File: src/rtl/taillight_seq_ctrl.sv
// Tail-light sequencer front end: synchronises and debounces the driver
// switches, arbitrates them into a lamp mode, generates the slow step tick
// and runs the 4-phase sweep so that a sweep is only cut short by hazard.
//
// state    | meaning
// ---------+-----------------------------------------------------------
// ST_IDLE  | lamps off, waiting for a request
// ST_RUN   | sweeping in the current mode, request matches mode
// ST_DRAIN | request changed; finish the sweep, adopt new mode on wrap
module taillight_seq_ctrl #(
  parameter int unsigned DIV_W  = 26,
  parameter int unsigned DB_CYC = 16,
  parameter int unsigned DB_W   = 5
) (
  input  logic       Clk,
  input  logic       Rst,
  input  logic       turn_l,
  input  logic       turn_r,
  input  logic       hazard,
  input  logic       brake,
  output logic [1:0] mode,
  output logic [1:0] phase,
  output logic       step,
  output logic       busy,
  output logic       brake_on
);

  localparam logic [1:0] ST_IDLE  = 2'd0;
  localparam logic [1:0] ST_RUN   = 2'd1;
  localparam logic [1:0] ST_DRAIN = 2'd2;

  localparam logic [1:0] MODE_OFF = 2'b00;
  localparam logic [1:0] MODE_HAZ = 2'b11;

  localparam logic [DB_W-1:0] DB_LAST = DB_W'(DB_CYC - 1);

  // Index: 0 turn_l, 1 turn_r, 2 hazard, 3 brake
  logic [3:0]           raw;
  logic [3:0]           sync1;
  logic [3:0]           sync2;
  logic [3:0]           deb;
  logic [3:0][DB_W-1:0] db_cnt;

  logic [DIV_W-1:0] presc;
  logic             tick;
  logic [1:0]       req;
  logic [1:0]       state;

  assign raw = {brake, hazard, turn_r, turn_l};

  // Two-flop synchroniser for all four raw switches
  always_ff @(posedge Clk or posedge Rst) begin
    if (Rst) begin
      sync1 <= '0;
      sync2 <= '0;
    end else begin
      sync1 <= raw;
      sync2 <= sync1;
    end
  end

  // Debounce: the debounced level only follows after DB_CYC mismatched cycles in a row
  always_ff @(posedge Clk or posedge Rst) begin
    if (Rst) begin
      deb    <= '0;
      db_cnt <= '0;
    end else begin
      for (int i = 0; i < 4; i++) begin
        if (sync2[i] == deb[i]) begin
          db_cnt[i] <= '0;
        end else if (db_cnt[i] == DB_LAST) begin
          deb[i]    <= sync2[i];
          db_cnt[i] <= '0;
        end else begin
          db_cnt[i] <= db_cnt[i] + 1'b1;
        end
      end
    end
  end

  // Free-running prescaler; the step tick is its all-ones cycle
  always_ff @(posedge Clk or posedge Rst) begin
    if (Rst) begin
      presc <= '0;
    end else begin
      presc <= presc + 1'b1;
    end
  end

  assign tick = &presc;

  // Request arbitration: hazard wins, conflicting turn signals mean off
  always_comb begin
    req = MODE_OFF;
    if (deb[2]) begin
      req = MODE_HAZ;
    end else if (deb[0] && !deb[1]) begin
      req = 2'b10;
    end else if (deb[1] && !deb[0]) begin
      req = 2'b01;
    end
  end

  // Sweep sequencer: mode changes wait for the phase wrap unless hazard preempts
  always_ff @(posedge Clk or posedge Rst) begin
    if (Rst) begin
      state <= ST_IDLE;
      mode  <= MODE_OFF;
      phase <= 2'd0;
      step  <= 1'b0;
    end else begin
      step <= 1'b0;
      case (state)
        ST_IDLE: begin
          if (req != MODE_OFF) begin
            mode  <= req;
            phase <= 2'd0;
            state <= ST_RUN;
          end
        end
        ST_RUN: begin
          if (req == MODE_HAZ && mode != MODE_HAZ) begin
            mode  <= MODE_HAZ;
            phase <= 2'd0;
          end else begin
            if (tick) begin
              phase <= phase + 2'd1;
              step  <= 1'b1;
            end
            if (req != mode) begin
              state <= ST_DRAIN;
            end
          end
        end
        ST_DRAIN: begin
          if (req == mode) begin
            state <= ST_RUN;
            if (tick) begin
              phase <= phase + 2'd1;
              step  <= 1'b1;
            end
          end else if (req == MODE_HAZ) begin
            mode  <= MODE_HAZ;
            phase <= 2'd0;
            state <= ST_RUN;
          end else if (tick) begin
            step <= 1'b1;
            if (phase == 2'd3) begin
              phase <= 2'd0;
              mode  <= req;
              state <= (req == MODE_OFF) ? ST_IDLE : ST_RUN;
            end else begin
              phase <= phase + 2'd1;
            end
          end
        end
        default: begin
          state <= ST_IDLE;
          mode  <= MODE_OFF;
          phase <= 2'd0;
        end
      endcase
    end
  end

  assign busy     = (state != ST_IDLE);
  assign brake_on = deb[3];

endmodule

File: config.mk
export PLATFORM = sky130hd
export DESIGN_NAME = taillight_seq_ctrl
export DESIGN_NICKNAME = d
export VERILOG_FILES = /design/src/rtl/taillight_seq_ctrl.sv
export SDC_FILE = /design/constraint.sdc
export NUM_CORES = 1
export LEC_CHECK = 0
export CAP_MARGIN = 10
export CORE_ASPECT_RATIO = 1.1
export CORE_MARGIN = 3
export CORE_UTILIZATION = 40
export CTS_CLUSTER_SIZE = 16
export DETAILED_ROUTE_END_ITERATION = 16
export PLACE_DENSITY_LB_ADDON = 0.1
export SKIP_CTS_REPAIR_TIMING = 1
export SKIP_LAST_GASP = 1
export SYNTH_ARGS = -nofsm -noshare
export SYNTH_HDL_FRONTEND = slang
export SYNTH_SLANG_ARGS = --single-unit
File: constraint.sdc
create_clock -name Clk -period 4.9 [get_ports Clk]
set_clock_uncertainty 0.2 [all_clocks]
set_input_delay 0.98 -clock Clk [delete_from_list [all_inputs] [get_ports Clk]]
set_output_delay 0.98 -clock Clk [all_outputs]
set_load 0.02 [all_outputs]
After elaboration in Yosys (flattened, before gate mapping). Index checks and enable logic that the tools add are counted. W data, S select, Z words.

Bits in latches: 0. Bits in read-only memories: 0. Word-level logic and storage cells: 106. Memories: 0. Bits in registers: 65. Bits in writable memories: 0.

Reductions and logical operators: 17. Equal/unequal tests: 24. Divide/modulo/power cells: 0. Add/subtract/negate cells: 6. Bitwise logic cells: 4. Order comparisons: 0. $mul: 0. Mux-type cells: 40. Shifts and indexed selects: 0.

Operators with widths (count): $mux W2 (22); $mux W5 (8); $add A26 B1 Y26 const B (1); $reduce_and A26 Y1 (1); $add A5 B1 Y5 const B (4); $eq A5 B4 Y1 const B (4); $pmux W2 S3 (3); $ne A2 B2 Y1 const B (6); $reduce_and A2 Y1 (5); $reduce_and A5 Y1 (2); $ne A4 B4 Y1 const B (2); $eq A2 B2 Y1 const B (3); $mux W1 (6); $ne A3 B3 Y1 const B (2); $eq A1 B1 Y1 (4); $logic_not A2 Y1 (2); $not A1 Y1 (4); $reduce_bool A2 Y1 (2); $logic_and A1 B1 Y1 (3); $add A2 B1 Y2 const B (1); $eq A2 B1 Y1 const B (1); $eq A2 B2 Y1 (1); $logic_not A1 Y1 (2); $ne A2 B2 Y1 (1); $pmux W1 S2 (1).

Logic depth before layout (Yosys ltp). Gate-level depths: netlist (run 1).

Depth after elaboration: 12. Gate-level depth with buffers: 7.

Worst setup path after synthesis (run 1). OpenSTA, ideal clock, no wires.

Path type: reg-to-reg. From: register mode[1]. To: register state[0]. Clock period less this slack: 2.149 ns. Cell stages (with the launch flop): 7. Library setup time: 0.125 ns. Data required time: 4.575 ns. Data arrival time: 1.824 ns. Setup slack: 2.751 ns. Cell sequence: dfrtp_1 -> buf_2 -> and4bb_2 -> a311o_1 -> nor2_1 -> a221o_1 -> mux2_4.

Word-level cells in the longest chain between the ends: 4.

Ends and longest elaborated chain: from (decl) (RTL line 21) `output logic [1:0] mode,`; from (signal assigned) (RTL line 116) `mode <= req;`; from (signal assigned) (RTL line 150) `mode <= req;`; $ne A2 B2 Y1 (RTL line 122) `if (req == MODE_HAZ && mode != MODE_HAZ) begin`; $logic_and A1 B1 Y1 (RTL line 122); $ne A2 B2 Y1 (no source line); $reduce_and A5 Y1 (no source line); to (signal assigned) (RTL line 151) `state <= (req == MODE_OFF) ? ST_IDLE : ST_RUN;`; to (decl) (RTL line 47) `logic [1:0] state;`.

Several ways; a longest one is shown, not always the timed one. A chain may end at the register's enable or synchronous reset.

Final worst setup path (run 1).
From: register state[0]. To: output busy.

Word-level cells in the longest chain between the ends: 1.

Ends and longest elaborated chain: $reduce_bool A2 Y1 (RTL line 166) `assign busy = (state != ST_IDLE);`; to (decl) (RTL line 24) `output logic busy,`.

Every way passes these cells.

==> impl_metrics.json, run 1 <==
{
  "initial_core_util": 0.4170,
  "ir_worst_vdd_mv": 0.1257,
  "dieArea_sq_um": 8457,
  "finalCritPeriodShare": 0.5949,
  "nNetsFinal": 299,
  "combinationalPowerShare": 0.183,
  "dr.pass1.iters": 4,
  "synth_seq_cells": 65,
  "die_w_um": 87.96,
  "grt_pass1_wl_um": 8162,
  "setup.worst_path.class": "reg -> out",
  "async_flop_share": 1.000,
  "status": "complete, no violations",
  "p_switching_mw": 0.3774,
  "slew_violations": 0,
  "path_common_cell": "inv_1",
  "cp.arrival_ns": 1.73,
  "synth_edf_count": 0,
  "cts_num_sinks": 65,
  "diodes": 0,
  "layout_common_cells": "65 x dfrtp_1, 28 x nor2_1, 23 x xor2_1",
  "crit_family": "buffers and inverters",
  "yosysTopAreaCell": "dfrtp_1",
  "critPathLaunch": "state[0]",
  "fin_crit_ns": 2.915,
  "p_sw_frac": 0.2701,
  "cp.depth": 4,
  "rsz0062_at_grt": "no",
  "power.total_mw": 1.397,
  "area_growth_pct": 15.62,
  "grt_max_degree": 36,
  "tightest_slew_ns": 0.7625,
  "insertion_delay_ns": 0.34,
  "grt_use_met2": 0.1796,
  "crit_slowest_cell": "clkdlybuf4s50_1",
  "setup_tns_ns": 0,
  "relSlewSlack": 0.4870,
  "path_buf_inv": 3,
  "p_int_mw": 1.020,
  "synth-seq-area-share": 0.5504,
  "design_area_sq_um": 3417,
  "clkTransAtPathRegs_ns": 0.07,
  "cts_buffers": 9,
  "busiest_layer": "met2",
  "design.core.area_sq_um": 7087,
  "cellPowerDensity_nw_per_um2": 408.9,
  "final_common_cell": "dfrtp_1",
  "cp.required_ns": 3.72,
  "p_leak_nw": 1.655,
  "yosysTopAreaCellShare": 0.5504,
  "fmax_ghz": 0.3431,
  "gr-usage-met1": 0.1774,
  "p_clk_frac": 0.391,
  "routabilityCongestion": 0.8151,
  "seqPwrFrac": 0.426,
  "r2r-end": "phase[0]",
  "synth_cell_type_count": 40,
  "grt_usage": 0.1276,
  "hold_viol_final": 0,
  "detail-route-antenna-nets": 0,
  "antenna_found_initial": 0,
  "synth.net_count": 279,
  "synth_area_leaders": "dfrtp_1 55%, xor2_1 6.8%, ha_1 4.2%",
  "dp_hpwl_um": 3362,
  "layout-drive-gt1-share": 0.1111,
  "r2r_cells": 7,
  "port_buffers": 12,
  "cts_max_level": 3,
  "hp-class": "reg -> reg",
  "grt_pass1_vias": 1788,
  "setup_viol": 0,
  "worstSetupEndpointType": "output pin",
  "synth_warnings": 0,
  "fillCellCount": 642,
  "viasPerCell": 5.032,
  "die_y_um": 96.15,
  "hp-start": "sync1[2]",
  "crit_chain": "inv_1, ha_1, inv_1, clkdlybuf4s50_1",
  "pin_count": 13,
  "drv_cap": 0,
  "synth_ff_type": "dfrtp_1",
  "crit_end": "busy",
  "timing.rr.start": "state[0]",
  "netlist_instances": 263,
  "path_max_fanout": 4,
  "avgSynthCellArea_sq_um": 11.24,
  "ctsRootBufferMaster": "clkbuf_8",
  "clockBufferDepth": 2,
  "slowest_delay_ns": 0.60,
  "drcViolationCount": 0,
  "wl_per_cell_um": 12.77,
  "routed_wl_um": 4762,
  "grt_use_met3": 0.03168,
  "cts_tree": "built",
  "ff2ff_setup_slack_ns": 2.47,
  "vias": 1877,
  "fin_util": 0.4822,
  "overflow": 0,
  "syn_area_sq_um": 2955,
  "row_count": 32,
  "startpoint_type": "flip-flop",
  "drtIter0Drc": 101,
  "postPlaceCellArea_sq_um": 3174
}
## area by class of cell
| class | instances | area, sq um | area share |
|---|---|---|---|
| flip-flops and latches | 65 | 1627 | 0.4760 |
| well taps | 85 | 106.4 | 0.03112 |
| repair buffers | 14 | 135.1 | 0.03955 |
| multi-input cells | 182 | 1265 | 0.3702 |
| clock buffers | 9 | 123.9 | 0.03625 |
| inverters | 11 | 41.29 | 0.01208 |
| clock inverters | 7 | 118.9 | 0.03479 |
## synthesized netlist by cell type, types with 2 or more instances
library cell	n
nor2b_1	3
nand4_1	8
and4bb_2	2
nor2_1	28
nor3_1	6
xor2_1	23
a21oi_1	3
ha_1	10
buf_2	3
nand3_1	17
nand2_1	14
and2_1	6
and3_1	11
mux2_2	6
o21ai_0	8
xnor2_1	14
clkbuf_1	2
inv_1	11
nand2b_1	2
dfrtp_1	65
nor4_1	2
## per-layer routing
| metal | share of wire | wire, um |
|---|---|---|
| met3 | 0.026 | 122 |
| met5 | 0 | 0 |
| met1 | 0.51 | 2413 |
| met2 | 0.44 | 2116 |
| met4 | 0.023 | 108 |
## power by group through the flow
stage               combinational [mW]  clock [mW]  sequential, mW
floorplan                        0.193           0           0.597
global placement                 0.259           0           0.604
detailed placement               0.258           0           0.605
CTS                              0.260       0.567           0.595
global route                     0.286       0.586           0.601
finish                           0.256       0.546           0.595
## flip-flops by register name (all words and copies together), names as in the netlist
register,count
phase,2
mode,2
step,1
db_cnt,20
presc,26
sync2,4
deb,4
sync1,4
state,2
## cells by family after synthesis
family / Yosys count / share of synthesized area
DFF: 65 / 0.5504
muxes: 8 / 0.03133
adders and majority gates: 10 / 0.04234
xor gates and xnor gates: 37 / 0.1097
buffers and inverters: 16 / 0.02159
AOI/OAI and AO/OA: 23 / 0.05251
and+or+nand+nor: 104 / 0.1922
## worst min path at each step
| stage | depth (start not counted) | slack (ns) | to |
|---|---|---|---|
| finish | 0 | 0.15 | sync2[2] |
| global placement | 0 | 0.13 | sync2[2] |
| global route | 0 | 0.15 | sync2[2] |
| floorplan | 0 | 0.13 | sync2[0] |
| CTS | 0 | 0.15 | sync2[2] |
| detailed placement | 0 | 0.14 | sync2[3] |
## per-stage QoR
stage	hold WS, ns	worst slack, ns	std cells
after global routing	0.1536	1.842	373
after CTS	0.1529	1.956	373
after detailed placement	0.1365	2.336	357
final	0.1523	1.985	373
after floorplan	0.1312	2.094	263
after global placement	0.1338	2.368	357
Power figures use the tool's default switching activity.
==> run 2, diff against run 1 <==
==> constraint.sdc (replaced) <==
create_clock -name Clk -period 2.9 [get_ports Clk]
set_clock_uncertainty 0.2 [all_clocks]
set_input_delay 0.58 -clock Clk [delete_from_list [all_inputs] [get_ports Clk]]
set_output_delay 0.58 -clock Clk [all_outputs]
set_load 0.02 [all_outputs]
==> impl_metrics.json, run 2 (synthesized netlist as in run 1, its figures left out) <==
{
  "drv_cap": 0,
  "postPlaceCellArea_sq_um": 3194,
  "r2r_cells": 7,
  "clockBufferDepth": 2,
  "row_count": 32,
  "viasPerCell": 5.099,
  "design.core.area_sq_um": 7087,
  "top_regs": "presc: 26 flops, db_cnt: 20 flops",
  "startpoint_type": "flip-flop",
  "crit_family": "buffers and inverters",
  "finalCritPeriodShare": 0.8734,
  "drcViolationCount": 0,
  "cellPowerDensity_nw_per_um2": 690.4,
  "cp.required_ns": 2.12,
  "ctsRootBufferMaster": "clkbuf_8",
  "slowest_delay_ns": 0.61,
  "ff2ff_setup_slack_ns": 0.52,
  "layout_common_cells": "65 x dfrtp_1, 28 x nor2_1, 23 x xor2_1",
  "hp-start": "sync1[0]",
  "pin_count": 13,
  "area_growth_pct": 16.30,
  "hold_viol_final": 0,
  "overflow": 0,
  "dp_hpwl_um": 3585,
  "worstSetupEndpointType": "output pin",
  "fin_crit_ns": 2.533,
  "hp-class": "reg -> reg",
  "busiest_layer": "met2",
  "diodes": 0,
  "slew_violations": 0,
  "timing.rr.start": "state[0]",
  "nNetsFinal": 300,
  "path_max_fanout": 4,
  "dieArea_sq_um": 8457,
  "insertion_delay_ns": 0.34,
  "relSlewSlack": 0.5326,
  "crit_slowest_cell": "clkdlybuf4s50_1",
  "grt_pass1_wl_um": 8907,
  "detail-route-antenna-nets": 0,
  "p_leak_nw": 1.665,
  "critPathLaunch": "state[0]",
  "power.total_mw": 2.373,
  "initial_core_util": 0.4170,
  "port_buffers": 12,
  "cts_num_sinks": 65,
  "fin_util": 0.4850,
  "antenna_found_initial": 0,
  "routed_wl_um": 4991,
  "ff_latch_area_sq_um": 1627,
  "design_area_sq_um": 3437,
  "die_w_um": 87.96,
  "fmax_ghz": 0.3948,
  "rsz0062_at_grt": "no",
  "path_common_cell": "inv_1",
  "setup.worst_path.class": "reg -> out",
  "ir_worst_vdd_mv": 0.2476,
  "hold_path_depth": 0,
  "grt_use_met3": 0.03938,
  "die_y_um": 96.15,
  "crit_chain": "inv_1, ha_1, inv_1, clkdlybuf4s50_1",
  "cts_max_level": 3,
  "largest_reg_flops": 26,
  "grt_max_degree": 28,
  "tightest_slew_ns": 0.6946,
  "vias": 1907,
  "drtIter0Drc": 117,
  "dr.pass1.iters": 4,
  "cp.arrival_ns": 1.75,
  "fillCellCount": 669,
  "grt_use_met2": 0.2079,
  "path_buf_inv": 3,
  "routabilityCongestion": 0.7436,
  "setup_tns_ns": 0,
  "grt_pass1_vias": 1899,
  "timing.hold.ws_ns": 0.1512,
  "multi_input_area_sq_um": 1265,
  "r2r-end": "phase[0]",
  "status": "complete, no violations",
  "cts_buffers": 9,
  "clkTransAtPathRegs_ns": 0.08,
  "layout-drive-gt1-share": 0.1142,
  "grt_usage": 0.1393,
  "regMostFlops": "presc",
  "wl_per_cell_um": 13.34,
  "final_common_cell": "dfrtp_1",
  "gr-usage-met1": 0.1834,
  "setup_viol": 0,
  "whs_endpoint": "sync2[0]",
  "cts_tree": "built"
}
## run 2: changes by cell type in the layout (fill, tap and decap cells not counted), sizes merged
cell  previous run  this run
buf              2         3
## run 2: worst max-delay path by stage
| stage | cells past startpoint | slack, ns | end |
|---|---|---|---|
| global placement | 7 | 0.57 | phase[0] |
| global route | 4 | 0.28 | busy |
| finish | 4 | 0.37 | busy |
| CTS | 4 | 0.34 | busy |
| detailed placement | 7 | 0.52 | phase[0] |
| floorplan | 1 | 0.49 | db_cnt[0] |
## run 2: layer usage
layer  vias up  routed length [um]
met5         -                   0
met4         0                 106
met3         9                 161
met2        21                2226
met1       926                2497
li1        951                   -
## run 2: final cells by class
type / instances / share of cell area
Clock buffer: 9 / 0.03604
Timing Repair Buffer: 15 / 0.04514
Multi-Input combinational cell: 182 / 0.3680
Sequential cell: 65 / 0.4732
Tap cell: 85 / 0.03094
Clock inverter: 7 / 0.03458
Inverter: 11 / 0.01201
## run 2: power breakdown
group / switching (mW) / total [mW] / internal (mW)
clock: 0.359 / 0.929 / 0.570
sequential: 0.0557 / 1.01 / 0.952
combinational: 0.233 / 0.436 / 0.203
## run 2: per-stage QoR
stage,setup WS (ns),cells
2_1_floorplan,0.4935,263
3_3_place_gp,0.5732,358
3_5_place_dp,0.5238,358
4_1_cts,0.3399,374
5_1_grt,0.2815,374
6_report,0.3672,374
==> run 3, diff against run 2 <==
--- a/config.mk
+++ b/config.mk
@@ -5,6 +5,7 @@
 export SDC_FILE = /design/constraint.sdc
 export NUM_CORES = 1
 export LEC_CHECK = 0
+export ABC_CLOCK_PERIOD_IN_PS = 2900
 export CAP_MARGIN = 10
 export CORE_ASPECT_RATIO = 1.1
 export CORE_MARGIN = 3
==> results of run 3 <==
The final DEF is identical to that of run 2; final timing and power are the same.
